### src/rtl/if_fetch_unit.sv
// Purpose : instruction-fetch stage; fetches words over the shared bus and presents if_pc/if_insn to ID.
// Latency : one instruction per cycle with a zero-wait bus; each bus wait state adds one busy cycle.
// Backpr. : stall parks a returned word in a one-entry hold buffer (HOLD); busy asks the controller to stall.
//
// Ports:
//   clk, reset_              clock, asynchronous active-low reset
//   stall, flush, new_pc     pipeline controller: hold IF / discard IF and redirect
//   br_taken, br_addr        decoder redirect, honoured only in a delivery cycle (one delay slot)
//   if_pc, if_insn, if_en    IF register towards ID (if_pc is the instruction word address + 1)
//   busy                     fetch not complete this cycle
//   bus_req_, bus_grnt_      bus request/grant, active-low
//   bus_addr, bus_as_        fetch word address and address strobe (active-low)
//   bus_rdy_, bus_rd_data    read-data ready (active-low) and read data
module if_fetch_unit #(
  parameter int                     WORD_ADDR_W  = 30,
  parameter int                     WORD_W       = 32,
  parameter logic [WORD_ADDR_W-1:0] RESET_VECTOR = '0
) (
  input  logic                   clk,
  input  logic                   reset_,
  input  logic                   stall,
  input  logic                   flush,
  input  logic [WORD_ADDR_W-1:0] new_pc,
  input  logic                   br_taken,
  input  logic [WORD_ADDR_W-1:0] br_addr,
  output logic [WORD_ADDR_W-1:0] if_pc,
  output logic [WORD_W-1:0]      if_insn,
  output logic                   if_en,
  output logic                   busy,
  output logic                   bus_req_,
  input  logic                   bus_grnt_,
  output logic [WORD_ADDR_W-1:0] bus_addr,
  output logic                   bus_as_,
  input  logic                   bus_rdy_,
  input  logic [WORD_W-1:0]      bus_rd_data
);

  localparam logic [WORD_W-1:0] ISA_NOP = '0;

  typedef enum logic [2:0] {
    IDLE,
    REQ,
    ACCESS,
    HOLD,
    DRAIN
  } state_t;

  state_t                 state;
  logic [WORD_ADDR_W-1:0] fetch_pc;

  // One-entry buffer for a word that returned while ID was stalled.
  logic [WORD_W-1:0]      hold_insn;
  logic [WORD_ADDR_W-1:0] hold_pc;
  logic                   hold_br_taken;
  logic [WORD_ADDR_W-1:0] hold_br_addr;

  logic [WORD_ADDR_W-1:0] fetch_pc_inc;
  logic                   rdy;

  // Wraps modulo 2^WORD_ADDR_W by construction.
  assign fetch_pc_inc = fetch_pc + WORD_ADDR_W'(1);
  assign rdy          = ~bus_rdy_;

  // Bus-side outputs decode directly from state so the bus sees them in the
  // same cycle the state is entered.
  always_comb begin
    bus_req_ = 1'b1;
    bus_as_  = 1'b1;
    bus_addr = '0;
    busy     = 1'b0;
    case (state)
      IDLE: begin
        busy = 1'b1;
      end
      REQ: begin
        bus_req_ = 1'b0;
        busy     = 1'b1;
      end
      ACCESS: begin
        bus_req_ = 1'b0;
        bus_as_  = 1'b0;
        bus_addr = fetch_pc;
        busy     = ~rdy;
      end
      HOLD: begin
        bus_req_ = 1'b0;
      end
      DRAIN: begin
        bus_req_ = 1'b0;
        bus_as_  = 1'b0;
        bus_addr = fetch_pc;
        busy     = 1'b1;
      end
      default: begin
        busy = 1'b1;
      end
    endcase
  end

  always_ff @(posedge clk or negedge reset_) begin
    if (!reset_) begin
      state         <= IDLE;
      fetch_pc      <= RESET_VECTOR;
      if_pc         <= RESET_VECTOR;
      if_insn       <= ISA_NOP;
      if_en         <= 1'b0;
      hold_insn     <= '0;
      hold_pc       <= '0;
      hold_br_taken <= 1'b0;
      hold_br_addr  <= '0;
    end else if (flush) begin
      // Flush wins over everything: kill the IF register, retarget the fetch
      // and drop anything parked in the hold buffer.
      if_en         <= 1'b0;
      if_insn       <= ISA_NOP;
      fetch_pc      <= new_pc;
      hold_insn     <= '0;
      hold_pc       <= '0;
      hold_br_taken <= 1'b0;
      hold_br_addr  <= '0;
      case (state)
        // A read is still outstanding on the bus; wait it out before
        // issuing the new address.
        ACCESS:  state <= rdy ? ACCESS : DRAIN;
        HOLD:    state <= ACCESS;
        DRAIN:   state <= DRAIN;
        default: state <= state;
      endcase
    end else begin
      case (state)
        IDLE: begin
          state <= REQ;
        end

        REQ: begin
          if (!bus_grnt_) begin
            state <= ACCESS;
          end
        end

        ACCESS: begin
          if (rdy && !stall) begin
            // Delivery. This word is the delay slot of any branch the
            // decoder reports now, so it stays valid and only the next
            // fetch address is redirected.
            if_insn  <= bus_rd_data;
            if_pc    <= fetch_pc_inc;
            if_en    <= 1'b1;
            fetch_pc <= br_taken ? br_addr : fetch_pc_inc;
          end else if (rdy && stall) begin
            hold_insn     <= bus_rd_data;
            hold_pc       <= fetch_pc_inc;
            hold_br_taken <= br_taken;
            hold_br_addr  <= br_addr;
            state         <= HOLD;
          end
        end

        HOLD: begin
          if (!stall) begin
            if_insn       <= hold_insn;
            if_pc         <= hold_pc;
            if_en         <= 1'b1;
            fetch_pc      <= hold_br_taken ? hold_br_addr : hold_pc;
            hold_insn     <= '0;
            hold_pc       <= '0;
            hold_br_taken <= 1'b0;
            hold_br_addr  <= '0;
            state         <= ACCESS;
          end
        end

        DRAIN: begin
          // The returning word belongs to the flushed stream; drop it.
          if (rdy) begin
            state <= ACCESS;
          end
        end

        default: begin
          state <= IDLE;
        end
      endcase
    end
  end

endmodule

### config.mk
export PLATFORM = sky130hd
export DESIGN_NAME = if_fetch_unit
export DESIGN_NICKNAME = d
export VERILOG_FILES = /design/src/rtl/if_fetch_unit.sv
export SDC_FILE = /design/constraint.sdc
export NUM_CORES = 1
export LEC_CHECK = 0
export CAP_MARGIN = 10
export CORE_MARGIN = 3
export CORE_UTILIZATION = 31
export DETAILED_ROUTE_END_ITERATION = 7
export GPL_ROUTABILITY_DRIVEN = 0
export MAX_ROUTING_LAYER = met4
export SLEW_MARGIN = 40
export SYNTH_ARGS = -nofsm -noshare
export SYNTH_HDL_FRONTEND = slang
export SYNTH_SLANG_ARGS = --single-unit
### constraint.sdc
create_clock -name clk -period 7.1 [get_ports clk]
set_input_delay 2.13 -clock clk [delete_from_list [all_inputs] [get_ports clk]]
set_output_delay 2.13 -clock clk [all_outputs]
set_load 0.01 [all_outputs]
==> metrics.md <==
| Metric | Value |
|---|---|
| # DRC | 0 |
| Total Routing Usage GR | 20.6% |
| P_sw | 1.72 mW |
| Vias in the first global route | 8,917 |
| Register area share after synthesis | 48.9% |
| Worst setup EP type | primary output |
| Pin count of the biggest net entering global routing | 127 |
| # placed instances | 1,612 |
| Max-Cap Viols | 0 |
| Share of the synthesized area in the top cell type | 48.9% |
| Most used DFF post-synth | dfrtp_1 |
| Synth Instances | 1,098 |
| Switch share | 39.6% |
| Fillers | 2,997 |
| Final min period | 5550 ps |
| Avg WL per Cell | 20.4 um |
| RSZ-0062 raised after global routing | no |
| DRT iter0 DRCs | 726 |
| Die ar. | 33,400 um2 |
| Top post-synthesis cells by area | dfrtp_1 49%, nand2_1 9.0%, o21ai_0 5.8%, a22o_1 3.6%, nor2_1 3.3% |
| Worst reg2reg path depth | 7 |
| Syn Nets | 1,198 |
| Clk pwr share | 23.1% |
| Hold Slack | 469 ps |
| Via count | 8,873 |
| Hold Buf Count CTS | 0 |
| Leakage Power | 5.13 nW |
| # rows | 64 |
| Routed vias/inst | 5.39 |
| DRT Pass-1 Iters | 6 |
| Top-count cell post-synth | nand2_1 |
| CTS tree | built |
| Post-synth cell types | 54 |
| Req. time, crit path | 4970 ps |
| First-pass GRT wire length | 52.3 mm |
| Place WS | 1550 ps |
| Cell area after synthesis | 9680 um2 |
| Met3 usage in global routing | 4.11% |
| Non-Filler Instances | 1,646 |
| Worst Hold Class | register to register |
| Ys async rst share | 100% |
| Final setup vio count | 0 |
| Fmax | 0.180 GHz |
| M2 GR Usage | 32.1% |
| Final antenna-violating net count | 0 |
| GRT met1 Usage | 27.2% |
| Top cell type by total area after synthesis | dfrtp_1 |
| Ports | 195 |
| Avg Synthesized Cell Area | 8.82 um2 |
| End-of-flow core utilization | 41.0% |
| Ys Warns | 0 |
| Most frequent cells after synthesis | 231 x nand2_1, 189 x dfrtp_1, 112 x o21ai_0, 86 x nor2_1, 78 x clkbuf_1 |
| Combinational Power Share | 40.7% |
| Actual slew at the worst max-slew pin | 825 ps |
| Rel. slew slack | 45.0% |
| Grt peak-use layer | met2 |
| Nets | 1,336 |
| Synth-to-layout area growth | 30.0% |
| Worst Path Arrival | 3420 ps |
| Clock Sinks | 189 |
| Worst hold path depth | 2 |
| Status | completed |
| TNS Setup | 0 ps |
| Core Footprint | 30,700 um2 |
| Post-synth EDFFs | 0 |
| Post_cts resized | 0 |
| Worst-Skew Late Latency | 450 ps |
| Share of cells above drive strength 1 | 6.08% |
| Port bufs | 194 |
| H-tree depth | 4 |
| Final Hold Viols | 0 |
| DP HPWL | 21.4 mm |
| Startpoint Class | input port |
| Power Density | 344 nW/um2 |
| Maximum VDD drop | 176 uV |
| Antenna violations before repair | 1 |
| Clock Path Buffers | 2 |
| Die Ht | 183 um |
| Crit share post-route | 78.2% |
| CTS Root Cell | clkbuf_16 |
| CTS clk-pin slew, worst paths | 70 ps |
| DRT Wirelength | 33.5 mm |
| Reg power frac | 36.2% |
| Grt ovf | 0 |
| Die width | 183 um |
| CTS Buf Count | 17 |
| Post-CTS setup repair buffer count | 0 |
| Crit path kind | input port to primary output |
| Setup ws final | 1550 ps |
| Initial Utilization | 31.6% |
| Int Pwr | 2.61 mW |
| Clock Skews | 15.4 ps |
| Max Transition Viols Final | 0 |
| Seq cells post-synth | 189 |
| CP Max Fanout | 5 |
==> cell usage in the layout, fill, tap and decap left out, drive strengths merged, types with 6 or more instances in the layout <==
| cell | n |
|---|---|
| nand2 | 231 |
| clkdlybuf4s50 | 192 |
| dfrtp | 189 |
| o21ai | 112 |
| nor2 | 86 |
| a22o | 40 |
| a311oi | 36 |
| mux2i | 28 |
| a21oi | 27 |
| nor3 | 27 |
| and2 | 23 |
| nand3 | 22 |
| inv | 22 |
| buf | 19 |
| clkbuf | 18 |
| o311ai | 13 |
| nor4 | 13 |
| a31oi | 11 |
| or3 | 11 |
| xnor2 | 10 |
| o31a | 10 |
| xor2 | 9 |
| o211ai | 9 |
| nand2b | 8 |
| a211oi | 8 |
| mux2 | 6 |
| and3 | 6 |
| nand4 | 6 |
==> layer usage <==
metal  up-vias  share of wire [%]
met5         -                  0
met4         0                1.9
met3        40                6.0
met2       293                 47
met1      4358                 45
li1       4182                  -
==> sequential cells by signal (all words and copies together), names as in the netlist <==
register / flops
fetch_pc: 30
hold_br_addr: 30
hold_br_taken: 1
hold_insn: 32
hold_pc: 30
if_en: 1
if_insn: 32
if_pc: 30
state: 3
==> cells by family (layout without fill, tap and decap cells) <==
logic type / after synthesis / count (layout) / share of synthesized area [%]
multiplexers: 34 / 34 / 3.59
adder cells (fa/ha/maj): 1 / 1 / 0.129
AO/OA/AOI/OAI: 298 / 298 / 20.8
AND/OR/NAND/NOR: 450 / 450 / 20.7
other: 0 / 1 / 0
XOR/XNOR: 19 / 19 / 1.72
buffers and inverters: 107 / 258 / 4.20
flip-flops: 189 / 189 / 48.9
==> critical path: stages <==
cell and delay, ps:
clkdlybuf4s50_1 550, nand2b_1 130, nand2_1 90, clkdlybuf4s50_1 530
==> power by group through the flow <==
stage                     clock network [mW]  logic, mW  registers (mW)
final                                   1.00       1.76            1.57
after global routing                    1.06       1.93            1.61
after CTS                               1.02       1.78            1.57
after detailed placement                   0       1.77            1.58
after global placement                     0       1.75            1.58
after floorplan                            0      0.897            1.55
==> through the flow <==
stage | total power, mW | cell area, um2
CTS | 4.36 | 12600
finish | 4.33 | 12600
global placement | 3.33 | 11900
global route | 4.60 | 12600
detailed placement | 3.36 | 12000
floorplan | 2.45 | 9680
==> worst paths after layout <==
path | startpoint | endpoint | slack, ps
max | bus_rdy_ | busy | 1550
min | if_pc[0] | if_pc[0] | 470
max reg2reg | state[1] | fetch_pc[5] | 4140
min reg2reg | if_pc[0] | if_pc[0] | 470
max in group asynchronous | reset_ | hold_br_addr[13] | 4240
min in group asynchronous | reset_ | if_insn[29] | 1710
==> layout make-up <==
type                       count  area [um2]  area share (%)
antenna                        1        2.50          0.0199
sequential                   189        4730            37.6
inverter                      14        52.6           0.417
clock inverter                15         174            1.38
timing repair buffer         212        2120            16.9
multi-input combinational    802        4580            36.4
tap                          396         495            3.94
clock buffer                  17         425            3.38
No activity file was read; power rests on OpenSTA's default activity.
